**config.mk**
```make
export PLATFORM = sky130hd
export DESIGN_NAME = dot_product_sequencer
export DESIGN_NICKNAME = d
export VERILOG_FILES = /design/src/rtl/dot_product_sequencer.sv
export SDC_FILE = /design/constraint.sdc
export NUM_CORES = 1
export LEC_CHECK = 0
export ABC_AREA = 1
export CORE_ASPECT_RATIO = 0.6
export CORE_MARGIN = 4
export CORE_UTILIZATION = 25
export CTS_BUF_LIST = sky130_fd_sc_hd__clkbuf_16
export DETAILED_ROUTE_END_ITERATION = 16
export PLACE_DENSITY = 0.53
export SETUP_SLACK_MARGIN = 0.5
export SLEW_MARGIN = 30
export SYNTH_ARGS = -nofsm -noshare
export SYNTH_HDL_FRONTEND = slang
export SYNTH_SLANG_ARGS = --single-unit
```
**constraint.sdc**
```tcl
create_clock -name clk -period 2.1 [get_ports clk]
set_input_delay 0.42 -clock clk [delete_from_list [all_inputs] [get_ports clk]]
set_output_delay 0.42 -clock clk [all_outputs]
set_load 0.01 [all_outputs]
```
**src/rtl/dot_product_sequencer.sv**
```systemverilog
// Control sequencer for one dot-product job: CLEAR, LOAD, GAP, COMPUTE, DONE (31 cycles default).
// Moore outputs only; LOAD stalls indefinitely on beat_valid=0; abort and reset cancel with no done pulse.
module dot_product_sequencer #(
   parameter int Addr_Width              = 4,
   parameter int Ram_Depth               = 1 << Addr_Width,
   parameter int Para_Deg                = 2,
   parameter int Nums_Data_in_bits       = 4,
   parameter int Total_Computation_Steps = 19,
   parameter int Gap_Cycles              = 2
) (
   input  logic                         clk,
   input  logic                         reset,
   input  logic                         start,
   input  logic                         accumulate,
   input  logic                         skip_load,
   input  logic                         abort,
   input  logic                         beat_valid,
   output logic                         beat_ready,
   output logic                         Mem_reset,
   output logic                         Comp_reset,
   output logic                         PE_reset,
   output logic                         Mem_Index_reset,
   output logic                         load_from_file,
   output logic                         Computing,
   output logic                         load_old_output,
   output logic                         busy,
   output logic                         done,
   output logic [2:0]                   state,
   output logic [Nums_Data_in_bits:0]   step_count
);

   localparam int Beats = Ram_Depth / Para_Deg;
   localparam int StepW = Nums_Data_in_bits + 1;

   typedef enum logic [2:0] {
      S_IDLE    = 3'd0,
      S_CLEAR   = 3'd1,
      S_LOAD    = 3'd2,
      S_GAP     = 3'd3,
      S_COMPUTE = 3'd4,
      S_DONE    = 3'd5
   } state_t;

   state_t                state_q, state_d;
   logic [Addr_Width-1:0] beat_cnt;
   logic [StepW-1:0]      step_cnt;
   logic                  acc_q, skip_q, rst_q;
   logic                  beat_fire, last_beat, gap_end, comp_end, job_go;

   assign job_go    = (state_q == S_IDLE) && start && !abort;
   assign beat_fire = (state_q == S_LOAD) && beat_valid;
   assign last_beat = beat_fire && (beat_cnt == Addr_Width'(Beats - 1));
   assign gap_end   = (state_q == S_GAP) && (step_cnt == StepW'(Gap_Cycles - 1));
   assign comp_end  = (state_q == S_COMPUTE) && (step_cnt == StepW'(Total_Computation_Steps - 1));

   always_ff @(posedge clk) begin
      if (reset) state_q <= S_IDLE;
      else       state_q <= state_d;
   end

   always_comb begin
      state_d = state_q;
      case (state_q)
         S_IDLE:    if (job_go) state_d = S_CLEAR;
         S_CLEAR:   state_d = skip_q ? S_GAP : S_LOAD;
         S_LOAD:    if (last_beat) state_d = S_GAP;
         S_GAP:     if (gap_end) state_d = S_COMPUTE;
         S_COMPUTE: if (comp_end) state_d = S_DONE;
         S_DONE:    state_d = S_IDLE;
         default:   state_d = S_IDLE;
      endcase
      if (abort && (state_q != S_IDLE)) state_d = S_IDLE;
   end

   // Counters restart on every state change so GAP and COMPUTE share the step counter.
   always_ff @(posedge clk) begin
      if (reset) begin
         beat_cnt <= '0;
         step_cnt <= '0;
         acc_q    <= 1'b0;
         skip_q   <= 1'b0;
      end else begin
         if (state_d != state_q) begin
            beat_cnt <= '0;
            step_cnt <= '0;
         end else begin
            if (beat_fire) beat_cnt <= beat_cnt + Addr_Width'(1);
            if ((state_q == S_GAP) || (state_q == S_COMPUTE)) step_cnt <= step_cnt + StepW'(1);
         end
         if (job_go) begin
            acc_q  <= accumulate;
            skip_q <= skip_load;
         end
      end
   end

   // Registered copy of reset keeps the datapath resets free of a combinational input path.
   always_ff @(posedge clk) begin
      rst_q <= reset;
   end

   always_comb begin
      Mem_reset       = rst_q;
      Comp_reset      = rst_q;
      PE_reset        = rst_q;
      Mem_Index_reset = rst_q;
      beat_ready      = 1'b0;
      load_from_file  = 1'b0;
      Computing       = 1'b0;
      load_old_output = 1'b0;
      done            = 1'b0;
      case (state_q)
         S_CLEAR: begin
            Mem_reset       = rst_q || !skip_q;
            Comp_reset      = 1'b1;
            PE_reset        = 1'b1;
            Mem_Index_reset = 1'b1;
         end
         S_LOAD: begin
            beat_ready     = 1'b1;
            load_from_file = 1'b1;
         end
         S_GAP:     Mem_Index_reset = rst_q || (step_cnt == '0);
         S_COMPUTE: begin
            Computing       = 1'b1;
            load_old_output = acc_q;
         end
         S_DONE:    done = 1'b1;
         default:   ;
      endcase
   end

   assign busy       = (state_q != S_IDLE);
   assign state      = state_q;
   assign step_count = (state_q == S_COMPUTE) ? step_cnt : '0;

endmodule

```
==> flow_summary.ini <==
[global_route]
gr-total-overflow = 0
grt_pass1_wl_microns = 3810
antenna_found_initial = 0
grt_max_degree = 10
grt_pass1_vias = 830
grt.total_usage_pct = 10.7

[clock_tree]
cts_root_buffer = clkbuf_16
clk_path_buf_depth = 2
cts_tree = yes
clk_pin_slew_ps = 50
cts.sinks = 15
ctsHtreeMaxLevel = 1
worstSkewPairLatency_ps = 240
cts_hold_buf = 0
cts_made_buffers = 3

[setup_path]
worstPathRequired_ps = 1680
path_delay_family = flip-flops
path_cells = inv_4, ha_4, a31oi_1, o31ai_1, buf_2
r2r_cells = 13
cp-end-kind = output pin
crit_slowest_cell = dfxtp_4
critPathMaxStageDelay_ps = 350
critPathKind = reg2out
cp-start-kind = register
crit_fanout = 4
path_buf_inv = 2
arrival_ps = 1240
rr_endpoint = step_cnt[2]$_SDFFE_PP0P_
rr_startpoint = step_cnt[1]$_SDFFE_PP0P_
r2r_slack_ps = 580

[drt]
routedWlPerCell_microns = 11.3
drtIter0Drc = 47
detail-route-antenna-nets = 0
drc = 0
drt_first_pass_iters = 4
vias_per_cell = 4.16
routed_wl_microns = 2360
vias = 873

[die]
die_h_microns = 54.7
rows = 16
design.core.area_sq_um = 3360
initial_core_util_pct = 27.0
die-area_sq_um = 4690
pin_count = 25
fp.dieW_microns = 85.8

[yosys]
avgSynthCellArea_sq_um = 6.82
synth-simple-area-share_pct = 31.6
synthAdderAreaFrac_pct = 6.90
syn_area_sq_um = 907
synth_cell_types = 20
synth_fp_nets = 145
synth_top_family_by_area = simple AND/OR/NAND/NOR gates
synth_compound_area_share_pct = 8.00
ys_ff_latch = 15
ys_warn_count = 0
synthCells = 133
synth_xor_area_share_pct = 6.76
synthMuxAreaShare_pct = 0
seq_area_frac_synth_pct = 33.1

[sta]
hold_viol = 0
finalCritPeriodShare_pct = 79.1
worst_pin_slew_ps = 261
fin_crit_ps = 1660
relSlewSlack_pct = 82.4
setup_viol = 0
fin_setup_tns_ps = 0
drv_slew = 0
clock_skew_ps = 1.92
fin_hold_ws_ps = 453
rsz0062_at_grt = yes
fmax_mhz = 602

[power]
p_leak_nw = 0.585
power.density_cell_area_nw_per_um2 = 572
peakVddDrop_mv = 0.248

[finish]
final_common_cell = nor2_1
area_delta_synth_final_pct = 49.2
layout.nets = 178
fillers = 359
mostFrequentLayoutCells = 26 x nor2_1, 22 x inv_1, 20 x nand2_1
n_antenna_cell = 0
final_layout_size_suffix_gt1_share_pct = 27.3
postLayoutCoreUtil_pct = 40.3
final_cell_count_no_fill = 210
postLayoutCellArea_sq_um = 1350

[run]
maxCapViolations = 0

[hold_path]
whs_endpoint = acc_q$_SDFFE_PP0P_
holdPathStages = 2
hp-class = reg2reg
hold_start = acc_q$_SDFFE_PP0P_

[place]
hpwlAfterDp_microns = 1760
dpl_cell_area_sq_um = 1190
post-place-cells = 201
place.gp.congestion = 0.753
numPortBuffers = 24

[run_status]
status = complete, no violations
-- report_power, final --
group	leakage, nW	switching (mW)	total, mW	internal, mW
Combinational	0.417	0.0629	0.110	0.0469
Clock	0.0423	0.116	0.368	0.252
Sequential	0.126	0.00855	0.297	0.289
Total	0.585	0.187	0.775	0.588
-- area by class of cell --
type,count,area (sq um),area share [%]
clock buffers,3,75.1,5.55
clock inverters,1,3.75,0.277
multi-input cells,89,518,38.3
inverters,26,105,7.76
flip-flops and latches,15,319,23.6
repair buffers,31,277,20.4
well taps,45,56.3,4.16
-- per-layer routing --
layer / up-vias / wire length, microns / share of wire [%] / GRT usage, %
met4: 0 / 8 / 0.34 / 3.95
met2: 13 / 1040 / 44 / 16.8
li1: 474 / - / - / -
met3: 2 / 87 / 3.7 / 3.76
met1: 384 / 1230 / 52 / 13.7
met5: - / 0 / 0 / 0
-- Yosys cell counts --
cell     count  area share (%)
nand2_2      3             2.1
buf_4        2             1.7
a31oi_1      1            0.69
dfxtp_1     15              33
nor2_1      29              12
buf_6        1             1.2
o21ai_0      5             2.8
nor2_2       1            0.69
nand3_4      1             1.9
a21oi_1      2             1.1
ha_1         5             6.9
a21oi_2      1            0.97
inv_2        2            0.83
o31ai_1      3             2.5
nor3_1       1            0.55
xor2_1       7             6.8
nand3_1      6             3.3
nand4_1      4             2.8
inv_1       24             9.9
nand2_1     20             8.3
-- what timing repair did --
item / CTS / global route
pin swaps: 1 / 5
resized for setup: 61 / 14
endpoints found under the setup margin: 24 / 23
hold endpoints to repair: 0 / 0
setup buffers: 0 / 5
-- worst register-to-register path, stage by stage (launching register included) --
cell	delay, ps
dfxtp_4	350
inv_4	60
ha_1	140
inv_1	40
nor2_1	70
nand2_1	70
nand2_1	90
nand2_1	50
nor2_1	100
nand2_1	80
nand2_1	90
nand2_2	70
nand3_4	140
nor2_1	60
-- how the worst max path moves through the flow --
stage                             startpoint              end  slack (ps)  cells after the start
finish              step_cnt[0]$_SDFFE_PP0P_  Mem_Index_reset         440                      5
global route        step_cnt[2]$_SDFFE_PP0P_  Mem_Index_reset         370                      4
CTS                 step_cnt[1]$_SDFFE_PP0P_  Mem_Index_reset         360                      5
detailed placement  step_cnt[0]$_SDFFE_PP0P_  Mem_Index_reset         170                      5
global placement    step_cnt[0]$_SDFFE_PP0P_  Mem_Index_reset         200                      5
floorplan           step_cnt[0]$_SDFFE_PP0P_  Mem_Index_reset         690                      4
-- flip-flops by register name, indices dropped and copies added, names as in the netlist --
| register | cells |
|---|---|
| acc_q | 1 |
| beat_cnt | 4 |
| rst_q | 1 |
| skip_q | 1 |
| state | 3 |
| step_cnt | 5 |
-- cell families (layout without fill, tap and decap cells) --
logic type,count (synthesis),in the layout
compound gates,12,12
fa+ha+maj,5,5
buf+inv,29,61
xor+xnor,7,7
flops,15,15
simple gates,65,65
-- stage by stage --
step / worst slack (ps) / total power, mW
3_3_place_gp: 204 / 0.420
5_1_grt: 371 / 0.809
6_report: 439 / 0.775
4_1_cts: 362 / 0.791
2_1_floorplan: 688 / 0.370
3_5_place_dp: 174 / 0.421
Power figures use the tool's default switching activity.
==> patch (same settings) <==
Change the parameter `Addr_Width` from 4 to 3.
--- a/src/rtl/dot_product_sequencer.sv
+++ b/src/rtl/dot_product_sequencer.sv
@@ -3,3 +3,3 @@
 module dot_product_sequencer #(
-   parameter int Addr_Width              = 4,
+   parameter int Addr_Width              = 3,
    parameter int Ram_Depth               = 1 << Addr_Width,
Check against the original RTL: not equivalent (Yosys sat finds a counterexample within 10 cycles, from zero or initial values and one cycle with reset high).
==> patch against the original RTL <==
First-iteration DRC count is 23% higher. Sequential cell count is 1 lower. Worst hold slack better by 0.030 ns. Routed wire length is 4.6% higher. Global-route usage is 0.13 points higher. Area after synthesis is 3.3% lower. Register-to-register slack worse by 0.03 ns. Power is 1.4% higher. Clock skew hardly changed. Setup slack better by 0.066 ns. Final area is 11% higher. Critical endpoint unchanged. Largest power group unchanged. Highest routed layer unchanged.
==> patch: results (changes against the original RTL) <==
status=completed; Detailed Route WL=2470 µm (+4.6%); vias in the first global route=816 (-1.7%); crit path from=step_cnt[1]; Hold WS=0.482 ns (+0.0295 ns); initial antenna violation count=0 (unchanged); n_diodes=0 (unchanged); clk_skew=0.00155 ns (-0.000371 ns); DRT iter0 DRCs=58 (+23%); CTS root buffer=clkbuf_16; Yosys cell types=21 (+5.0%); R2R setup slack=0.55 ns (-0.03 ns); Max VDD drop=0.293 mV (+18%); first-pass GRT wire length=3770 µm (-0.89%); HPWL Detailed=1710 µm (-3.3%); Slowest-stage cell, CP=dfxtp_4; Synth top cells by count=nor2_1, inv_1, nand2_1; Max-slew headroom=85.2% (+2.8 points); layout net count=181 (+1.7%); Seq/Total Area, Yosys=32.0% (-1.1 points); DRT Pass-1 Iters=4 (unchanged); multiplexer share of the synthesized area=1.28% (+1.3 points); hold path startpoint=skip_q; max reg flops=5 (unchanged); Adder-Cell Fraction of Synth Area=8.56% (+1.7 points); GR Util All Layers=10.8% (+0.13 points); number of H-tree levels=1 (unchanged); Leak=0.650 nW (+11%); arrival time worst endpoint=1.17 ns (-0.07 ns); XOR/XNOR Fraction of Synth Area=4.99% (-1.8 points); gp weighted congestion=0.790 (+5.0%); share of layout cells above drive strength 1=45.5% (+18 points); Synthesized Nets=141 (-2.8%); vias per std cell=4.34 (+4.4%); Area contributors post-synth=dfxtp_1, nor2_1, inv_1, ha_1, nand2_1; Synth Area in Compound Gates=6.28% (-1.7 points)
## patch: per-layer routing
layer | wire length [µm] | vias to the layer above | global-route usage, %
met5 | 0 | - | 0
met4 | 8 | 0 | 2.89
met3 | 183 | 2 | 4.74
li1 | - | 472 | -
met2 | 1130 | 28 | 16.5
met1 | 1150 | 418 | 14.1
## patch: cells by family after synthesis
family                     count (synthesis)
AOI/OAI and AO/OA                         10
xor gates and xnor gates                   5
DFF                                       14
buffers and inverters                     27
adders and majority gates                  6
and+or+nand+nor                           65
muxes                                      1
## patch: repair_timing
action                     CTS  global route
hold endpoints to repair     0             0
cloned                       0             0
hold buffers                 0             0
pin swaps                    1            12
setup endpoints to repair   26            22
gates resized for setup     65            61
buffers inserted             3             9
## patch: layout make-up
type | instances | area [µm²]
Fill cell | 341 | 1800
Tap cell | 45 | 56.3
Clock buffer | 3 | 75.1
Timing Repair Buffer | 38 | 339
Multi-Input combinational cell | 87 | 623
Clock inverter | 1 | 3.75
Inverter | 24 | 103
Sequential cell | 14 | 299
## patch: power by group
group,switching [mW],leakage (nW),internal (mW)
Sequential,0.00702,0.118,0.269
Combinational,0.0783,0.494,0.0630
Clock,0.115,0.0385,0.252
Total,0.201,0.650,0.585
## patch: per-stage QoR
| stage | power [mW] | util, % | std cells | setup slack, ns | area [µm²] |
|---|---|---|---|---|---|
| floorplan | 0.346 | - | 128 | 0.603 | 877 |
| global placement | 0.395 | 35.2 | 196 | 0.157 | 1160 |
| detailed placement | 0.397 | 35.2 | 196 | 0.139 | 1160 |
| CTS | 0.774 | 38.6 | 203 | 0.339 | 1270 |
| global route | 0.832 | 45.4 | 212 | 0.415 | 1500 |
| finish | 0.786 | 45.4 | 212 | 0.505 | 1500 |
## patch: path summary, 6_finish.rpt
check                    endpoint  cells past startpoint
setup / recovery  Mem_Index_reset                      5
hold / removal             skip_q                      2
setup reg to reg      step_cnt[0]                     14
hold reg to reg            skip_q                      2
## patch: worst reg2reg max path: cells and delay by family (launching register included)
kind                     cells  cell delay, ns
flip-flops                   1            0.35
adder cells (fa/ha/maj)      1            0.12
buffers and inverters        2            0.10
AND/OR/NAND/NOR             11            0.91
